<file path="src/rtl/fifo_pkg.sv">
// ---------------------------------------------------------------------------
// fifo_pkg
// Shared definitions for the 8-entry FIFO and its two-requester write arbiter.
//   - fifo_state_t : state encodings of the existing FIFO controller
//   - arb_state_t  : state encodings of the write-port arbiter
//   - helpers      : grant-state selection and burst-limit test
// ---------------------------------------------------------------------------
package fifo_pkg;

    // Existing FIFO controller states (encodings are fixed by the FIFO core).
    typedef enum logic [2:0] {
        INIT     = 3'b000,
        READ     = 3'b001,
        WRITE    = 3'b010,
        RD_ERROR = 3'b011,
        WR_ERROR = 3'b100,
        NO_OP    = 3'b101
    } fifo_state_t;

    // Write-port arbiter states. 2'b11 is unused and recovers to ARB_IDLE.
    typedef enum logic [1:0] {
        ARB_IDLE = 2'b00,
        ARB_G0   = 2'b01,
        ARB_G1   = 2'b10
    } arb_state_t;

    // Width of the per-grant beat counter (MAX_BURST is limited to 1..15).
    localparam int BEAT_CNT_W = 4;

    // Grant state for requester n.
    function automatic arb_state_t grant_of(input logic n);
        arb_state_t g;
        if (n) begin
            g = ARB_G1;
        end else begin
            g = ARB_G0;
        end
        return g;
    endfunction

    // True when accepting one more beat reaches the burst limit.
    function automatic logic burst_done(input logic [BEAT_CNT_W-1:0] cnt,
                                        input logic [BEAT_CNT_W-1:0] max_burst);
        return ((cnt + 4'd1) == max_burst);
    endfunction

endpackage

</file>
<file path="src/rtl/fifo_arb_ns.sv">
// ---------------------------------------------------------------------------
// fifo_arb_ns
// Combinational next-state logic of the FIFO write arbiter: decides the
// per-beat accept strobes, the release of the current grant and the next
// values of state, tie-break priority and beat counter.
// Ports:
//   state, prio, beat_cnt : current registered arbiter state
//   req0/1, last0/1       : producer request and end-of-burst flags
//   full                  : FIFO full flag (blocks accepts, freezes the grant)
//   acc0/1                : beat accepted from requester 0/1 this cycle
//   state_nxt, prio_nxt, beat_cnt_nxt : values for the next clock edge
// ---------------------------------------------------------------------------
module fifo_arb_ns
    import fifo_pkg::*;
#(
    parameter int MAX_BURST = 4
) (
    input  arb_state_t                  state,
    input  logic                        prio,
    input  logic [BEAT_CNT_W-1:0]       beat_cnt,
    input  logic                        req0,
    input  logic                        req1,
    input  logic                        last0,
    input  logic                        last1,
    input  logic                        full,
    output logic                        acc0,
    output logic                        acc1,
    output arb_state_t                  state_nxt,
    output logic                        prio_nxt,
    output logic [BEAT_CNT_W-1:0]       beat_cnt_nxt
);

    localparam logic [BEAT_CNT_W-1:0] MAX_BURST_C = BEAT_CNT_W'(MAX_BURST);

    logic granted_s;
    logic own_s;
    logic own_req_s;
    logic own_last_s;
    logic oth_req_s;
    logic accept_s;
    logic rel_last_s;
    logic rel_burst_s;
    logic rel_drop_s;
    logic release_s;

    // Fold both grant states onto "owner" / "other" so one set of release
    // rules serves both requesters.
    assign granted_s  = (state == ARB_G0) || (state == ARB_G1);
    assign own_s      = (state == ARB_G1);
    assign own_req_s  = own_s ? req1  : req0;
    assign own_last_s = own_s ? last1 : last0;
    assign oth_req_s  = own_s ? req0  : req1;

    // full gates the accept directly so wr_en can never rise while full=1.
    assign accept_s    = granted_s && own_req_s && !full;
    assign rel_last_s  = accept_s && own_last_s;
    assign rel_burst_s = accept_s && burst_done(beat_cnt, MAX_BURST_C);
    // A dropped request releases even without an accepted beat.
    assign rel_drop_s  = granted_s && !own_req_s;
    assign release_s   = rel_last_s || rel_burst_s || rel_drop_s;

    assign acc0 = accept_s && (state == ARB_G0);
    assign acc1 = accept_s && (state == ARB_G1);

    // Next state, tie-break priority and beat counter.
    always_comb begin
        state_nxt    = state;
        prio_nxt     = prio;
        beat_cnt_nxt = beat_cnt;
        case (state)
            ARB_IDLE: begin
                beat_cnt_nxt = 4'd0;
                if (req0 && req1) begin
                    state_nxt = grant_of(prio);
                end else if (req0) begin
                    state_nxt = ARB_G0;
                end else if (req1) begin
                    state_nxt = ARB_G1;
                end else begin
                    state_nxt = ARB_IDLE;
                end
            end
            ARB_G0, ARB_G1: begin
                if (release_s) begin
                    prio_nxt     = !own_s;
                    beat_cnt_nxt = 4'd0;
                    if (oth_req_s) begin
                        state_nxt = grant_of(!own_s);
                    end else if (own_req_s && rel_burst_s && !rel_last_s) begin
                        // Burst limit alone: the owner keeps going with no bubble.
                        state_nxt = state;
                    end else begin
                        state_nxt = ARB_IDLE;
                    end
                end else if (accept_s) begin
                    state_nxt    = state;
                    beat_cnt_nxt = beat_cnt + 4'd1;
                end else begin
                    // Stalled on full: hold grant and count.
                    state_nxt    = state;
                    beat_cnt_nxt = beat_cnt;
                end
            end
            default: begin
                state_nxt    = ARB_IDLE;
                prio_nxt     = 1'b0;
                beat_cnt_nxt = 4'd0;
            end
        endcase
    end

endmodule

</file>
<file path="src/rtl/fifo_wr_arb.sv">
// ---------------------------------------------------------------------------
// fifo_wr_arb
// Two-requester round-robin arbiter for the single write port of the 8-entry
// FIFO. Grants bursts of up to MAX_BURST beats, stalls on full without
// dropping the grant, and hands over between owners with no idle cycle.
// Ports:
//   clk, reset        : rising-edge clock, synchronous active-high reset
//   req0/1, din0/1    : producer valid and data
//   last0/1           : final beat of the producer's burst
//   acc0/1            : beat from producer 0/1 accepted this cycle
//   full              : FIFO full flag
//   wr_en, dout       : FIFO write enable and write data
//   owner             : current or most recent grant holder
//   busy              : a grant is active
// ---------------------------------------------------------------------------
module fifo_wr_arb
    import fifo_pkg::*;
#(
    parameter int DATA_WIDTH = 32,
    parameter int MAX_BURST  = 4
) (
    input  logic                  clk,
    input  logic                  reset,
    input  logic                  req0,
    input  logic                  req1,
    input  logic [DATA_WIDTH-1:0] din0,
    input  logic [DATA_WIDTH-1:0] din1,
    input  logic                  last0,
    input  logic                  last1,
    output logic                  acc0,
    output logic                  acc1,
    input  logic                  full,
    output logic                  wr_en,
    output logic [DATA_WIDTH-1:0] dout,
    output logic                  owner,
    output logic                  busy
);

    arb_state_t              state_r;
    arb_state_t              state_nxt_s;
    logic                    prio_r;
    logic                    prio_nxt_s;
    logic [BEAT_CNT_W-1:0]   beat_cnt_r;
    logic [BEAT_CNT_W-1:0]   beat_cnt_nxt_s;
    logic                    owner_r;
    logic                    acc0_s;
    logic                    acc1_s;

    fifo_arb_ns #(
        .MAX_BURST (MAX_BURST)
    ) u_ns (
        .state        (state_r),
        .prio         (prio_r),
        .beat_cnt     (beat_cnt_r),
        .req0         (req0),
        .req1         (req1),
        .last0        (last0),
        .last1        (last1),
        .full         (full),
        .acc0         (acc0_s),
        .acc1         (acc1_s),
        .state_nxt    (state_nxt_s),
        .prio_nxt     (prio_nxt_s),
        .beat_cnt_nxt (beat_cnt_nxt_s)
    );

    // Arbiter registers; owner follows the grant state and holds while idle.
    always_ff @(posedge clk) begin
        if (reset) begin
            state_r    <= ARB_IDLE;
            prio_r     <= 1'b0;
            beat_cnt_r <= 4'd0;
            owner_r    <= 1'b0;
        end else begin
            state_r    <= state_nxt_s;
            prio_r     <= prio_nxt_s;
            beat_cnt_r <= beat_cnt_nxt_s;
            if (state_nxt_s == ARB_G0) begin
                owner_r <= 1'b0;
            end else if (state_nxt_s == ARB_G1) begin
                owner_r <= 1'b1;
            end else begin
                owner_r <= owner_r;
            end
        end
    end

    // The accept strobes stay combinational on full so a beat can be taken
    // in the same cycle full drops; they depend only on registered state
    // and the current inputs.
    assign acc0  = acc0_s;
    assign acc1  = acc1_s;
    assign wr_en = acc0_s || acc1_s;
    assign dout  = (state_r == ARB_G1) ? din1 : din0;
    assign owner = owner_r;
    assign busy  = (state_r != ARB_IDLE);

endmodule

</file>
<file path="config.mk">
export PLATFORM = sky130hd
export DESIGN_NAME = fifo_wr_arb
export DESIGN_NICKNAME = d
export VERILOG_FILES = /design/src/rtl/fifo_pkg.sv /design/src/rtl/fifo_arb_ns.sv /design/src/rtl/fifo_wr_arb.sv
export SDC_FILE = /design/constraint.sdc
export NUM_CORES = 1
export LEC_CHECK = 0
export BUFFER_PORTS_ARGS = -buffer_cell sky130_fd_sc_hd__buf_2
export CAP_MARGIN = 15
export CORE_ASPECT_RATIO = 0.5
export CORE_MARGIN = 3
export CORE_UTILIZATION = 42
export CTS_CLUSTER_DIAMETER = 100
export DETAILED_ROUTE_END_ITERATION = 8
export GPL_TIMING_DRIVEN = 0
export PLACE_DENSITY = 0.86
export SYNTH_ARGS = -nofsm -noshare
export SYNTH_HDL_FRONTEND = slang
export SYNTH_HIERARCHICAL = 1
export SYNTH_SLANG_ARGS = --single-unit
</file>
<file path="constraint.sdc">
create_clock -name clk -period 4.3 [get_ports clk]
set_input_delay 1.075 -clock clk [delete_from_list [all_inputs] [get_ports clk]]
set_output_delay 1.075 -clock clk [all_outputs]
set_load 0.01 [all_outputs]
</file>
==> results of run 1 <==
flip-flops by register name, indices dropped and copies added (netlist names):
| register | count |
|---|---|
| state_r | 2 |
| owner | 1 |
| prio_r | 1 |
| beat_cnt_r | 4 |
layout make-up:
class,instances,area share (%)
clock buffer,3,2.18
sequential,8,8.44
timing repair buffer,107,28.2
tap,37,2.44
multi-input combinational,102,53.2
buffer,5,4.35
inverter,6,1.19
synthesized netlist by cell type (all sizes together) (3+ instances only):
library cell and number:
nand2 5, o22ai 3, nor2b 9, a21oi 4
inv 6, buf 5, mux2 32, dfxtp 8
ha 6, nand2b 4, nor2 9
tightest hold or removal path: stages, from the launching register on:
cell and delay [ps]:
dfxtp_1 300, nand2b_1 60, o22ai_1 60
power groups by stage:
stage | clock network [W] | logic [W] | registers (W)
2_1_floorplan | 0 | 0.000177 | 0.0000867
3_3_place_gp | 0 | 0.000257 | 0.0000869
3_5_place_dp | 0 | 0.000263 | 0.0000869
4_1_cts | 0.0000911 | 0.000264 | 0.0000857
5_1_grt | 0.0000968 | 0.000282 | 0.0000869
6_report | 0.0000883 | 0.000264 | 0.0000856
kinds of logic (layout without fill, tap and decap cells):
group           count (synthesis)  after routing  synth area share (%)
flops                           8              8                  12.6
fa+ha+maj                       6              6                  5.89
simple gates                   40             40                  18.9
buf+inv                        11            121                  8.24
compound gates                 19             19                  13.3
mux                            34             34                  39.0
xor+xnor                        3              3                  2.06
through the flow:
stage | util [%] | cell area [µm²]
floorplan | - | 1270
global placement | 67.9 | 1860
detailed placement | 67.9 | 1860
CTS | 69.5 | 1900
global route | 69.5 | 1900
finish | 69.5 | 1900
worst min path at each step:
stage | startpoint | end
after floorplan | owner$_SDFFE_PP0N_ | owner$_SDFFE_PP0N_
after global placement | owner$_SDFFE_PP0N_ | owner$_SDFFE_PP0N_
after detailed placement | owner$_SDFFE_PP0N_ | owner$_SDFFE_PP0N_
after CTS | owner$_SDFFE_PP0N_ | owner$_SDFFE_PP0N_
after global routing | owner$_SDFFE_PP0N_ | owner$_SDFFE_PP0N_
final | owner$_SDFFE_PP0N_ | owner$_SDFFE_PP0N_
layer usage:
metal	up-vias	track usage, %	share of wire (%)
li1	658	-	-
met1	594	22.3	41
met2	38	36.7	53
met3	2	3.46	5.1
met4	0	4.81	0.62
met5	-	0	0
==> report_table.html, run 1 <==
<table>
<tr><th>Metric</th><th>Value</th></tr>
<tr><th colspan="2">Run status</th></tr>
<tr><td>Outcome</td><td>complete, no violations</td></tr>
<tr><th colspan="2">Power</th></tr>
<tr><td>Logic gate share of total power</td><td>approximately three fifths</td></tr>
<tr><td>Internal</td><td>a little under 0.0003 W</td></tr>
<tr><td>Power per standard cell area</td><td>roughly 230 mW/mm²</td></tr>
<tr><td>Proportion of total power due to net switching</td><td>33.9%</td></tr>
<tr><td>Standby leakage power</td><td>slightly below 1 nW</td></tr>
<tr><td>Clock power frac</td><td>20.2%</td></tr>
<tr><td>Proportion of power drawn by flip-flops and latches</td><td>19.6%</td></tr>
<tr><td>Final Power</td><td>about 0.00044 W</td></tr>
<tr><td>Worst IR drop on VDD</td><td>between 0.00015 and 0.0002 V</td></tr>
<tr><td>Net load switching power</td><td>0.000149 W</td></tr>
<tr><th colspan="2">Timing</th></tr>
<tr><td>Unrepaired setup endpoints after global routing</td><td>no</td></tr>
<tr><td>Tightest Pin Transition</td><td>roughly 360 ps</td></tr>
<tr><td>Final setup violation count</td><td>0</td></tr>
<tr><td>Highest clock rate</td><td>just over 300 MHz</td></tr>
<tr><td>Slew Viols, Final</td><td>0</td></tr>
<tr><td>Final setup slack of the worst path</td><td>approximately 1000 ps</td></tr>
<tr><td>Final worst path period share</td><td>between 70% and 80%</td></tr>
<tr><td>Worst clock skew</td><td>3.44 ps</td></tr>
<tr><td>Worst max-slew margin expressed relative to the limit</td><td>75.9%</td></tr>
<tr><td>Final critical path time including I/O delays and setup</td><td>about 3300 ps</td></tr>
<tr><td>Final hold slack</td><td>469 ps</td></tr>
<tr><td>Setup TNS</td><td>0 ps</td></tr>
<tr><td>Final-report hold violation count</td><td>0</td></tr>
<tr><th colspan="2">CTS</th></tr>
<tr><td>Buffers inserted by post-CTS timing repair</td><td>0</td></tr>
<tr><td>Clock latency on the worst-skew pair</td><td>about 230 ps</td></tr>
<tr><td>Sinks on Clock Net</td><td>8</td></tr>
<tr><td>Clk slew on worst S/H paths</td><td>roughly 40 ps</td></tr>
<tr><td>CTS Hold Buffers Added</td><td>0</td></tr>
<tr><td>Root Driver</td><td>clkbuf_8</td></tr>
<tr><td>Level count of the clock H-tree</td><td>1</td></tr>
<tr><td>Number of buffers added by the clock tree synthesis step</td><td>3</td></tr>
<tr><td>CTS tree</td><td>built</td></tr>
<tr><td>Max clock buf depth</td><td>2</td></tr>
<tr><td>Number of resized instances in the post-cts repair step</td><td>0</td></tr>
<tr><th colspan="2">Global routing</th></tr>
<tr><td>Overall Global Routing Usage</td><td>18.9%</td></tr>
<tr><td>Overflow after GRT</td><td>0</td></tr>
<tr><td>Initial antenna violation count</td><td>0</td></tr>
<tr><td>Largest net degree at the start of global routing</td><td>11</td></tr>
<tr><td>Global-route wire length before repair</td><td>around 5700 µm</td></tr>
<tr><td>Number of global-route vias before repair</td><td>around 1200</td></tr>
<tr><th colspan="2">Worst setup path</th></tr>
<tr><td>Cell count along the critical path</td><td>6</td></tr>
<tr><td>CP peak stage delay</td><td>between 200 and 300 ps</td></tr>
<tr><td>Reg2Reg Capture Point</td><td>owner$_SDFFE_PP0N_</td></tr>
<tr><td>Crit. Startpoint</td><td>req1</td></tr>
<tr><td>R2R cell count</td><td>10</td></tr>
<tr><td>Required time worst endpoint</td><td>between 3000 and 4000 ps</td></tr>
<tr><td>Kind of capture point of the worst setup path</td><td>primary output</td></tr>
<tr><td>Startpoint of the worst register-to-register path</td><td>state_r[0]$_SDFF_PP0_</td></tr>
<tr><td>CP max-delay cell</td><td>or2_2</td></tr>
<tr><td>Cells traversed along the worst timing path</td><td>buf_2 -&gt; mux2i_1 -&gt; nor2_1 -&gt; and2_1 -&gt; or2_2 -&gt; buf_2</td></tr>
<tr><td>Endpoint of the most critical setup path</td><td>wr_en</td></tr>
<tr><td>Most common cell type on the critical path</td><td>buf_2</td></tr>
<tr><td>Buffers &amp; Inverters on Critical Path</td><td>2</td></tr>
<tr><td>Type of origin of the critical path</td><td>input pin</td></tr>
<tr><td>Cell family with most CP delay</td><td>simple AND/OR/NAND/NOR gates</td></tr>
<tr><td>Kind of critical path</td><td>input pin to primary output</td></tr>
<tr><td>Arrival time of the worst setup path</td><td>between 2000 and 2500 ps</td></tr>
<tr><td>Slack of the worst reg-to-reg path</td><td>roughly 2100 ps</td></tr>
<tr><td>Max Fanout on Critical Path</td><td>7</td></tr>
<tr><th colspan="2">Logic synthesis</th></tr>
<tr><td>Netlist area before placement</td><td>about 0.0013 mm²</td></tr>
<tr><td>Number of enable-type register cells in the synthesized netlist</td><td>0</td></tr>
<tr><td>Post-synthesis area per instance</td><td>around 11 µm²</td></tr>
<tr><td>Seq/Total Area, Yosys</td><td>12.6%</td></tr>
<tr><td>Async set or reset register ratio after synthesis</td><td>0%</td></tr>
<tr><td>Flip-flop cell with the highest count after synthesis</td><td>dfxtp_1</td></tr>
<tr><td>Count of unique library cells instantiated by Yosys</td><td>42</td></tr>
<tr><td>Synth top area share</td><td>35.3%</td></tr>
<tr><td>Net count after synthesis</td><td>roughly 200</td></tr>
<tr><td>Post-synth top area cell</td><td>mux2_4</td></tr>
<tr><td>Yosys reg bits</td><td>8</td></tr>
<tr><td>Synth warn</td><td>6</td></tr>
<tr><td>Count of mapped cells out of synthesis</td><td>around 120</td></tr>
<tr><td>Top post-synthesis cells by area</td><td>mux2_4, dfxtp_1, ha_1</td></tr>
<tr><th colspan="2">Die</th></tr>
<tr><td>Total core area</td><td>0.00273 mm²</td></tr>
<tr><td>Overall die area</td><td>0.00377 mm²</td></tr>
<tr><td>Count of standard-cell rows</td><td>13</td></tr>
<tr><td>Initial core utilization</td><td>46.7%</td></tr>
<tr><td>Die Height</td><td>45.0 µm</td></tr>
<tr><td>Top Ports</td><td>about 110</td></tr>
<tr><td>Horizontal die dimension</td><td>83.9 µm</td></tr>
<tr><th colspan="2">Detailed routing</th></tr>
<tr><td>DRC viols</td><td>0</td></tr>
<tr><td>Detail-routed via count per cell</td><td>roughly 4.8</td></tr>
<tr><td>DRT Pass-1 Iters</td><td>6</td></tr>
<tr><td>Final routed wirelength across all metal layers</td><td>between 3000 and 4000 µm</td></tr>
<tr><td>Routed length per instance</td><td>roughly 14 µm</td></tr>
<tr><td>Count of nets left with antenna violations after detail routing</td><td>0</td></tr>
<tr><td>Violation count after the first detailed-routing iteration</td><td>25</td></tr>
<tr><td>Total via count in the routed design</td><td>~1300</td></tr>
<tr><th colspan="2">Finish</th></tr>
<tr><td>Antenna diodes</td><td>0</td></tr>
<tr><td>Area growth from synthesis to layout</td><td>48.9%</td></tr>
<tr><td>Number of nets in the final layout</td><td>310</td></tr>
<tr><td>Most common cell after layout, fill and taps aside</td><td>buf_2</td></tr>
<tr><td>Fraction of layout cells with a size suffix above 1</td><td>68.8%</td></tr>
<tr><td>Sequential cell area</td><td>~160 µm²</td></tr>
<tr><td>Number of non-filler instances in the completed layout</td><td>268</td></tr>
<tr><td>Fillers</td><td>~230</td></tr>
<tr><td>Multi-input gate area in the final layout</td><td>0.00101 mm²</td></tr>
<tr><td>Most frequent cells in the layout</td><td>buf_2, mux2_4, nor2_1</td></tr>
<tr><th colspan="2">Hold path</th></tr>
<tr><td>Class of the tightest hold or removal check</td><td>flop to flop</td></tr>
<tr><td>Worst Hold Depth</td><td>2</td></tr>
<tr><th colspan="2">Placed design</th></tr>
<tr><td>Detail Placement HPWL</td><td>3210 µm</td></tr>
<tr><td>Pre-CTS setup slack</td><td>between 1000 and 1500 ps</td></tr>
<tr><td>DP Cell Count</td><td>265</td></tr>
<tr><td>GP Congestion</td><td>between 0.9 and 1</td></tr>
<tr><td>Count of input and output buffers</td><td>~110</td></tr>
<tr><th colspan="2">Run</th></tr>
<tr><td>Max Cap Viol</td><td>0</td></tr>
</table>
Power figures use the tool's default switching activity.
==> inputs of run 2 (changes only) <==
- CORE_UTILIZATION: 42 -> 35
- PLACE_DENSITY: 0.86 -> 0.76
- clock period: 4.3 -> 2.7 ns (I/O delays scaled with it)
==> report_table.html, run 2 (synthesis gave the netlist of run 1 again) <==
<table>
<tr><th>Metric</th><th>Value</th></tr>
<tr><th colspan="2">CTS</th></tr>
<tr><td>Root Driver</td><td>clkbuf_8</td></tr>
<tr><td>Clock latency on the worst-skew pair</td><td>230 ps (about the same)</td></tr>
<tr><td>Level count of the clock H-tree</td><td>1 (unchanged)</td></tr>
<tr><td>Buffers inserted by post-CTS timing repair</td><td>0 (unchanged)</td></tr>
<tr><td>Clk slew on worst S/H paths</td><td>40 ps (about the same)</td></tr>
<tr><td>Sinks on Clock Net</td><td>8 (unchanged)</td></tr>
<tr><td>CTS tree</td><td>built</td></tr>
<tr><td>Max clock buf depth</td><td>2 (unchanged)</td></tr>
<tr><td>CTS Hold Buffers Added</td><td>0 (unchanged)</td></tr>
<tr><td>Number of buffers added by the clock tree synthesis step</td><td>3 (unchanged)</td></tr>
<tr><td>Number of resized instances in the post-cts repair step</td><td>2 (+2)</td></tr>
<tr><th colspan="2">Timing</th></tr>
<tr><td>Final worst path period share</td><td>a little over nine tenths</td></tr>
<tr><td>Unrepaired setup endpoints after global routing</td><td>no</td></tr>
<tr><td>Final-report hold violation count</td><td>0 (unchanged)</td></tr>
<tr><td>Highest clock rate</td><td>slightly below 400 MHz</td></tr>
<tr><td>Final setup violation count</td><td>0 (unchanged)</td></tr>
<tr><td>Worst clock skew</td><td>4.27 ps (+0.826 ps)</td></tr>
<tr><td>Setup TNS</td><td>0 ps (unchanged)</td></tr>
<tr><td>Tightest Pin Transition</td><td>372 ps (+11.7 ps)</td></tr>
<tr><td>Slew Viols, Final</td><td>0 (unchanged)</td></tr>
<tr><td>Final critical path time including I/O delays and setup</td><td>2580 ps</td></tr>
<tr><td>Worst max-slew margin expressed relative to the limit</td><td>75.1% (-0.78 points)</td></tr>
<tr><th colspan="2">Finish</th></tr>
<tr><td>Antenna diodes</td><td>0 (unchanged)</td></tr>
<tr><td>Max FFs per register</td><td>4 (unchanged)</td></tr>
<tr><td>Most common cell after layout, fill and taps aside</td><td>buf_2</td></tr>
<tr><td>Fillers</td><td>299 (+32%)</td></tr>
<tr><td>Post-Layout Inst Area</td><td>0.00194 mm² (+2.0%)</td></tr>
<tr><td>Largest registers ranked by flip-flop count</td><td>beat_cnt_r (4), state_r (2)</td></tr>
<tr><td>Most frequent cells in the layout</td><td>buf_2, mux2_4, nor2b_1, nor2_1, dfxtp_1</td></tr>
<tr><td>Number of nets in the final layout</td><td>310 (unchanged)</td></tr>
<tr><td>Area growth from synthesis to layout</td><td>51.8%</td></tr>
<tr><td>Fraction of layout cells with a size suffix above 1</td><td>70.6% (+1.7 points)</td></tr>
<tr><td>Largest register by flop count</td><td>beat_cnt_r</td></tr>
<tr><th colspan="2">Worst setup path</th></tr>
<tr><td>Crit. Startpoint</td><td>state_r[1]$_SDFF_PP0_</td></tr>
<tr><td>Startpoint of the worst register-to-register path</td><td>state_r[0]$_SDFF_PP0_</td></tr>
<tr><td>Kind of critical path</td><td>flop to primary output</td></tr>
<tr><td>Cells traversed along the worst timing path</td><td>inv_1 -&gt; ha_1 -&gt; nand2b_4 -&gt; nor2_2 -&gt; and2_1 -&gt; or2_2 -&gt; buf_2</td></tr>
<tr><td>Cell family with most CP delay</td><td>simple AND/OR/NAND/NOR gates</td></tr>
<tr><td>Slack of the worst reg-to-reg path</td><td>600 ps (-1510 ps)</td></tr>
<tr><td>Kind of capture point of the worst setup path</td><td>primary output</td></tr>
<tr><td>Reg2Reg Capture Point</td><td>owner$_SDFFE_PP0N_</td></tr>
<tr><td>Type of origin of the critical path</td><td>flop</td></tr>
<tr><td>Required time worst endpoint</td><td>2030 ps (-1190 ps)</td></tr>
<tr><td>CP peak stage delay</td><td>390 ps (+130 ps)</td></tr>
<tr><td>Buffers &amp; Inverters on Critical Path</td><td>2 (unchanged)</td></tr>
<tr><td>Max Fanout on Critical Path</td><td>5 (-2)</td></tr>
<tr><td>Arrival time of the worst setup path</td><td>1910 ps (-270 ps)</td></tr>
<tr><td>CP max-delay cell</td><td>dfxtp_1</td></tr>
<tr><td>R2R cell count</td><td>10 (unchanged)</td></tr>
<tr><th colspan="2">Die</th></tr>
<tr><td>Overall die area</td><td>0.00445 mm² (+18%)</td></tr>
<tr><td>Horizontal die dimension</td><td>91.4 µm (+8.9%)</td></tr>
<tr><td>Initial core utilization</td><td>39.3% (-7.3 points)</td></tr>
<tr><td>Total core area</td><td>0.00324 mm² (+19%)</td></tr>
<tr><td>Die Height</td><td>48.7 µm (+8.3%)</td></tr>
<tr><td>Top Ports</td><td>108 (unchanged)</td></tr>
<tr><td>Count of standard-cell rows</td><td>14 (+1)</td></tr>
<tr><th colspan="2">Hold path</th></tr>
<tr><td>Worst Hold Depth</td><td>2 (unchanged)</td></tr>
<tr><td>Class of the tightest hold or removal check</td><td>flop to flop</td></tr>
<tr><td>Startpoint of the most critical hold path</td><td>owner$_SDFFE_PP0N_</td></tr>
<tr><td>Hold path endpoint</td><td>owner$_SDFFE_PP0N_</td></tr>
<tr><th colspan="2">Power</th></tr>
<tr><td>Standby leakage power</td><td>0.996 nW (+0.78%)</td></tr>
<tr><td>Worst IR drop on VDD</td><td>0.000252 V (+50%)</td></tr>
<tr><td>Power per standard cell area</td><td>367 mW/mm² (+59%)</td></tr>
<tr><td>Final Power</td><td>0.000710 W (+62%)</td></tr>
<tr><th colspan="2">Detailed routing</th></tr>
<tr><td>DRT Pass-1 Iters</td><td>4 (-2)</td></tr>
<tr><td>Highest routed metal layer</td><td>met4</td></tr>
<tr><td>Routed length per instance</td><td>13.7 µm (-1.7%)</td></tr>
<tr><td>Final routed wirelength across all metal layers</td><td>3830 µm (+2.3%)</td></tr>
<tr><td>Detailed route wirelength on metal2</td><td>1970 µm (-0.51%)</td></tr>
<tr><td>DRC viols</td><td>0 (unchanged)</td></tr>
<tr><td>Count of nets left with antenna violations after detail routing</td><td>0 (unchanged)</td></tr>
<tr><td>Total via count in the routed design</td><td>1335 (+3.3%)</td></tr>
<tr><td>Violation count after the first detailed-routing iteration</td><td>19 (-24%)</td></tr>
<tr><td>Detail-routed via count per cell</td><td>4.78 (-0.75%)</td></tr>
<tr><td>Wire length on met3</td><td>277 µm (+44%)</td></tr>
<tr><td>Metal-1 WL</td><td>1500 µm (-3.4%)</td></tr>
<tr><th colspan="2">Placed design</th></tr>
<tr><td>Detail Placement HPWL</td><td>3200 µm (-0.17%)</td></tr>
<tr><td>GP Congestion</td><td>0.813 (-11%)</td></tr>
<tr><td>Area after detailed placement</td><td>0.00187 mm² (+0.74%)</td></tr>
<tr><td>Count of input and output buffers</td><td>107 (unchanged)</td></tr>
<tr><th colspan="2">Global routing</th></tr>
<tr><td>Initial antenna violation count</td><td>0 (unchanged)</td></tr>
<tr><td>Global-route wire length before repair</td><td>6090 µm (+6.6%)</td></tr>
<tr><td>Number of global-route vias before repair</td><td>1281 (+5.6%)</td></tr>
<tr><td>Overflow after GRT</td><td>0 (unchanged)</td></tr>
<tr><td>Overall Global Routing Usage</td><td>16.7% (-2.2 points)</td></tr>
<tr><td>Largest net degree at the start of global routing</td><td>11 (unchanged)</td></tr>
<tr><th colspan="2">Run</th></tr>
<tr><td>Max Cap Viol</td><td>0 (unchanged)</td></tr>
<tr><th colspan="2">Run status</th></tr>
<tr><td>Outcome</td><td>complete, no violations</td></tr>
</table>
-- run 2: per-layer routing --
layer,GRT usage [%],up-vias
met5,0,-
met4,6.50,0
met3,4.64,8
met2,32.3,51
met1,17.1,620
li1,-,656
-- run 2: per-stage QoR --
| step | instances | util [%] | hold slack (ps) | worst slack, ps |
|---|---|---|---|---|
| finish | 279 | 59.7 | 488 | 117 |
| global route | 279 | 59.7 | 507 | 14.3 |
| CTS | 279 | 59.3 | 482 | 8.76 |
| detailed placement | 276 | 57.7 | 468 | 141 |
| global placement | 276 | 57.7 | 467 | 181 |
| floorplan | 121 | - | 493 | 370 |
-- run 2: power by group --
| part | switching, W | internal (W) |
|---|---|---|
| Sequential | 0.00000931 | 0.000128 |
| Combinational | 0.000189 | 0.000241 |
| Clock | 0.0000462 | 0.0000965 |
-- run 2: tightest hold or removal path, delay by kind of cell (launching register included) --
| family | cells | cell delay (ps) |
|---|---|---|
| compound gates | 1 | 60 |
| flops | 1 | 300 |
| simple gates | 1 | 70 |
-- run 2: cell type report --
cell class | instances | area, µm² | area share [%]
timing repair buffer | 107 | 536 | 27.7
tap | 48 | 60.1 | 3.10
clock buffer | 3 | 41.3 | 2.13
sequential | 8 | 161 | 8.34
buffer | 5 | 82.6 | 4.27
multi-input combinational | 102 | 1030 | 53.3
inverter | 6 | 22.5 | 1.16
-- run 2: how the worst max path moves through the flow --
stage | endpoint | slack [ps] | cells after the start
4_1_cts | wr_en | 9 | 8
3_3_place_gp | wr_en | 180 | 7
6_report | wr_en | 120 | 7
3_5_place_dp | wr_en | 140 | 8
2_1_floorplan | wr_en | 370 | 7
5_1_grt | wr_en | 10 | 7
